===== config.mk =====
export PLATFORM = sky130hd
export DESIGN_NAME = cpu_phase_ctrl
export DESIGN_NICKNAME = d
export VERILOG_FILES = /design/src/rtl/cpu_phase_pkg.sv /design/src/rtl/cpu_instr_counter.sv /design/src/rtl/cpu_phase_ctrl.sv
export SDC_FILE = /design/constraint.sdc
export NUM_CORES = 1
export LEC_CHECK = 0
export BUFFER_PORTS_ARGS = -buffer_cell sky130_fd_sc_hd__clkbuf_2
export CELL_PAD_IN_SITES_DETAIL_PLACEMENT = 1
export CELL_PAD_IN_SITES_GLOBAL_PLACEMENT = 2
export CORE_ASPECT_RATIO = 1.75
export CORE_MARGIN = 2
export CORE_UTILIZATION = 22
export DETAILED_ROUTE_END_ITERATION = 10
export GPL_TIMING_DRIVEN = 0
export PLACE_DENSITY_LB_ADDON = 0.25
export SYNTH_ARGS = -nofsm -noshare
export SYNTH_HDL_FRONTEND = slang
export SYNTH_SLANG_ARGS = --single-unit

===== constraint.sdc =====
create_clock -name CLK -period 3.3 [get_ports CLK]
set_clock_uncertainty 0.15 [all_clocks]
set_input_delay 0.33 -clock CLK [delete_from_list [all_inputs] [get_ports CLK]]
set_output_delay 0.33 -clock CLK [all_outputs]
set_load 0.1 [all_outputs]

===== src/rtl/cpu_phase_pkg.sv =====
// rtl/cpu_phase_pkg.sv - state and phase encodings shared by cpu_phase_ctrl, the decoder and the bench
package cpu_phase_pkg;

    localparam logic [1:0] ST_IDLE   = 2'd0;
    localparam logic [1:0] ST_RUN    = 2'd1;
    localparam logic [1:0] ST_STEP   = 2'd2;
    localparam logic [1:0] ST_HALTED = 2'd3;

    localparam logic [1:0] PH_FT = 2'd0;
    localparam logic [1:0] PH_DC = 2'd1;
    localparam logic [1:0] PH_EX = 2'd2;
    localparam logic [1:0] PH_WB = 2'd3;

    // Phase order wraps WB -> FT through the natural 2-bit overflow.
    function automatic logic [1:0] next_phase(input logic [1:0] ph);
        return ph + 2'd1;
    endfunction

endpackage


===== src/rtl/cpu_instr_counter.sv =====
// rtl/cpu_instr_counter.sv - retired-instruction counter, wraps modulo 2^CNT_W, cleared only by clear_i
module cpu_instr_counter #(
    parameter int CNT_W = 32
) (
    input  logic             clk_i,
    input  logic             clear_i,
    input  logic             inc_i,
    output logic [CNT_W-1:0] count_o
);

    localparam logic [CNT_W-1:0] ONE = {{(CNT_W-1){1'b0}}, 1'b1};

    logic [CNT_W-1:0] count_q;
    logic [CNT_W-1:0] count_d;

    always_comb begin
        count_d = count_q;
        if (inc_i) begin
            count_d = count_q + ONE;
        end
    end

    always_ff @(posedge clk_i) begin
        if (clear_i) begin
            count_q <= '0;
        end else begin
            count_q <= count_d;
        end
    end

    assign count_o = count_q;

endmodule


===== src/rtl/cpu_phase_ctrl.sv =====
// rtl/cpu_phase_ctrl.sv - run/stop/step sequencer issuing one-hot FT/DC/EX/WB enables for cpu15
// Optional retired-instruction counter built only with CPU_PHASE_INSTR_CNT_EN defined.
module cpu_phase_ctrl
    import cpu_phase_pkg::*;
#(
    parameter int CNT_W = 32
) (
    input  logic             CLK,
    input  logic             RST,
    input  logic             START,
    input  logic             STOP,
    input  logic             STEP,
    input  logic             HALT_REQ,
    input  logic             STALL,
    output logic             PHASE_FT,
    output logic             PHASE_DC,
    output logic             PHASE_EX,
    output logic             PHASE_WB,
    output logic             RUNNING,
    output logic             HALTED,
    output logic [CNT_W-1:0] INSTR_CNT
);

    logic [1:0] state_q, state_d;
    logic [1:0] ph_q, ph_d;
    logic       stop_pend_q, stop_pend_d;
    logic       halt_pend_q, halt_pend_d;

    logic active;
    logic strobe;
    logic wb_edge;

    assign active  = (state_q == ST_RUN) || (state_q == ST_STEP);
    assign strobe  = active && !STALL;
    assign wb_edge = strobe && (ph_q == PH_WB);

    assign PHASE_FT = strobe && (ph_q == PH_FT);
    assign PHASE_DC = strobe && (ph_q == PH_DC);
    assign PHASE_EX = strobe && (ph_q == PH_EX);
    assign PHASE_WB = wb_edge;
    assign RUNNING  = active;
    assign HALTED   = (state_q == ST_HALTED);

    always_comb begin
        state_d     = state_q;
        ph_d        = ph_q;
        stop_pend_d = stop_pend_q;
        halt_pend_d = halt_pend_q;
        case (state_q)
            ST_IDLE: begin
                if (STOP) begin
                    state_d = ST_IDLE;
                end else if (STEP) begin
                    state_d = ST_STEP;
                end else if (START) begin
                    state_d = ST_RUN;
                end
            end
            ST_HALTED: begin
                if (START) begin
                    state_d = ST_RUN;
                end
            end
            default: begin
                if (state_q == ST_RUN && STOP) begin
                    stop_pend_d = 1'b1;
                end
                if (PHASE_EX && HALT_REQ) begin
                    halt_pend_d = 1'b1;
                end
                if (strobe) begin
                    ph_d = next_phase(ph_q);
                end
                // Instruction boundary; a STOP arriving on the WB cycle itself still counts.
                if (wb_edge) begin
                    stop_pend_d = 1'b0;
                    halt_pend_d = 1'b0;
                    if (halt_pend_q) begin
                        state_d = ST_HALTED;
                    end else if (state_q == ST_STEP) begin
                        state_d = ST_IDLE;
                    end else if (stop_pend_q || STOP) begin
                        state_d = ST_IDLE;
                    end
                end
            end
        endcase
    end

    always_ff @(posedge CLK) begin
        if (RST) begin
            state_q     <= ST_IDLE;
            ph_q        <= PH_FT;
            stop_pend_q <= 1'b0;
            halt_pend_q <= 1'b0;
        end else begin
            state_q     <= state_d;
            ph_q        <= ph_d;
            stop_pend_q <= stop_pend_d;
            halt_pend_q <= halt_pend_d;
        end
    end

`ifdef CPU_PHASE_INSTR_CNT_EN
    cpu_instr_counter #(
        .CNT_W (CNT_W)
    ) u_instr_counter (
        .clk_i   (CLK),
        .clear_i (RST),
        .inc_i   (wb_edge),
        .count_o (INSTR_CNT)
    );
`else
    assign INSTR_CNT = '0;
`endif

endmodule


==> impl_metrics.csv <==
group,metric,value,unit
synthesis,yosys_warnings,0,
die,start_util,0.2282,
clock_tree,cts_num_sinks,6,
synthesis,synth_area,660.6,um2
critical_path,worst-path-stages,6,
synthesis,syn_inst,80,
critical_path,cp_data_required_time,2820,ps
synthesis,avgSynthCellArea,8.258,um2
detailed_routing,drt_pass1_iterations,4,
status,status,"finished, final reports clean",
finish,fillerInstances,379,
critical_path,slowest_delay,470,ps
clock_tree,clock_latency,220,ps
timing,min_period,2702,ps
timing,setup_viol_count_final,0,
grt,grt-busiest-layer,"met2",
grt,grt_use_met2,0.1592,
pwr,p_comb_frac,0.677,
finish,utilization,0.3155,
critical_path,arrival,2220,ps
die,io_pins,45,
die,rows,26,
detailed_routing,detail-route-antenna-nets,0,
flow_run,cap_violations,0,
pwr,power_density,711.1,nW/um2
critical_path,worstSetupPathType,"reg2out",
critical_path,worstPathMaxFanout,8,
die,dieArea,3475,um2
clock_tree,postCtsHoldBufs,0,
pwr,vdd_drop_max,0.0004227,V
finish,diodes,0,
finish,ff_latch_area,120.1,um2
pwr,p_leak,0.5210,nW
timing,max_freq,0.3701,GHz
finish,multiInputGateArea,394.1,um2
pwr,p_sw_frac,0.6003,
placed_design,placed_cell_area,872.1,um2
clock_tree,cts_setup_buffers,0,
finish,area_growth,38.26,%
timing,finalSetupTns,0,ps
finish,final_cell_area,913.4,um2
grt,grt_overflow,0,
clock_tree,cts_root_buf,"clkbuf_8",
grt,met1_usage,0.07296,
critical_path,crit_family,"buffers and inverters",
detailed_routing,vias,560,
placed_design,io_buffers,12,
synthesis,ys_types,21,
die,core,2895,um2
grt,grt_max_degree,9,
critical_path,r2r.worst_path.cells,7,
synthesis,synth-seq-area-share,0.1818,
critical_path,path_cells,"inv_1 -> ha_1 -> nor2b_1 -> clkbuf_1 -> and2_1 -> clkbuf_2",
die,die_w,45.43,um
critical_path,cp_num_buf_inv,3,
clock_tree,clk_transition_reported_paths,40,ps
grt,grt_pass1_vias,518,
timing,maxSlewHeadroom,0.6363,
finish,final_layout_size_suffix_gt1_frac,0.3889,
critical_path,cp-start-kind,"register",
timing,hold_viol_final,0,
clock_tree,cts_tree,"built",
clock_tree,numCtsBuffers,3,
timing,fin_crit_sh,0.8188,
pwr,p_switching,0.3899,mW
timing,rsz0062_at_grt,"false",
grt,antenna_found_initial,0,
critical_path,cp_slowest_cell,"clkbuf_2",
grt,grt_pass1_wl,2208,um
timing,slew_viol_final,0,
placed_design,dp_hpwl,1242,um
finish,mostFrequentLayoutCells,"buf_4 (32), conb_1 (32), clkbuf_2 (12), ha_1 (8), dfxtp_1 (6)",
pwr,power_frac_seq,0.155,
finish,layout.nets,143,
timing,holdWs,247.4,ps
critical_path,end_kind,"output port",
detailed_routing,route.detailed.drc,0,
synthesis,ys_ff_latch,6,
detailed_routing,drtIter0Drc,4,
grt,grt_util_met3,0.01896,
clock_tree,cts_max_path_buffers,2,
placed_design,place_congestion,0.7392,
detailed_routing,wirelength,1389,um
min_path,holdPathStages,3,
detailed_routing,avgViaCountPerCell,3.636,
grt,grt_usage,0.08535,
die,die_y,76.49,um
pwr,clkPwrFrac,0.167,
detailed_routing,wl_per_cell,9.019,um
pwr,p_int,0.2596,mW
min_path,hold_path.class,"in2reg",
clock_tree,cts_resized,0,
clock_tree,htreeDepth,1,
timing,worst_pin_slew,547.9,ps
-- power groups by stage --
stage                     Sequential [mW]  Combinational (mW)  Clock [mW]
after floorplan                    0.0986               0.398           0
after CTS                           0.101               0.443       0.113
after global placement              0.101               0.438           0
final                               0.101               0.440       0.109
after detailed placement            0.102               0.443           0
after global routing                0.102               0.468       0.121
-- state kept, by name (all words and copies together) (netlist names) --
signal       count
stop_pend_q      1
halt_pend_q      1
ph_q             2
state_q          2
-- synthesized netlist by cell type --
master | instances | area (um2)
nor2_1 | 5 | 18.77
nor2b_1 | 2 | 12.51
nor3b_1 | 1 | 7.510
a31oi_1 | 1 | 6.260
clkbuf_1 | 1 | 3.750
o31ai_2 | 1 | 12.51
a31o_1 | 1 | 8.760
xnor2_1 | 1 | 8.760
buf_4 | 32 | 240.2
inv_1 | 5 | 18.77
o31ai_1 | 1 | 7.510
and2_1 | 4 | 25.02
or4_1 | 1 | 7.510
o311ai_1 | 1 | 8.760
dfxtp_1 | 6 | 120.1
conb_1 | 1 | 3.750
nor3_2 | 1 | 10.01
ha_1 | 8 | 100.1
nor3_1 | 2 | 10.01
a21oi_1 | 4 | 20.02
a311o_1 | 1 | 10.01
-- logic make-up (layout without fill, tap and decap cells) --
family,count (synthesis),count (layout),synth area share
compound gates,10,10,0.1118
xor+xnor,1,1,0.01326
fa+ha+maj,8,8,0.1515
buf+inv,38,53,0.3977
flops,6,6,0.1818
other cells,1,32,0.005676
simple gates,16,16,0.1383
-- path summary, 6_finish.rpt --
path | from | endpoint | slack, ps
setup / recovery | state_q[0] | PHASE_WB | 600
hold / removal | HALT_REQ | halt_pend_q | 250
setup reg to reg | state_q[0] | state_q[1] | 1160
hold reg to reg | halt_pend_q | halt_pend_q | 370
-- tightest hold or removal path, delay by kind of cell --
| family | cells | cell delay, ps |
|---|---|---|
| simple gates | 1 | 110 |
| compound gates | 1 | 50 |
| buf+inv | 1 | 80 |
-- routing by layer --
metal | wire, um | vias up
met4 | 21 | 0
met1 | 434 | 242
met3 | 112 | 4
met2 | 821 | 24
li1 | - | 290
met5 | 0 | -
-- area by class of cell --
class,count,area share
Multi-Input combinational cell,67,0.4315
Buffer,33,0.2671
Sequential cell,6,0.1315
Timing Repair Buffer,12,0.06575
Clock buffer,3,0.04521
Tap cell,28,0.03836
Inverter,5,0.02055
-- per-stage QoR --
| step | worst slack, ps | cells | total power, mW |
|---|---|---|---|
| after floorplan | 197.4 | 111 | 0.4967 |
| after global placement | 796.7 | 151 | 0.5395 |
| after detailed placement | 807.4 | 151 | 0.5448 |
| after CTS | 562.4 | 154 | 0.6577 |
| after global routing | 379.2 | 154 | 0.6921 |
| final | 597.8 | 154 | 0.6495 |
(Power assumes the default switching activity.)
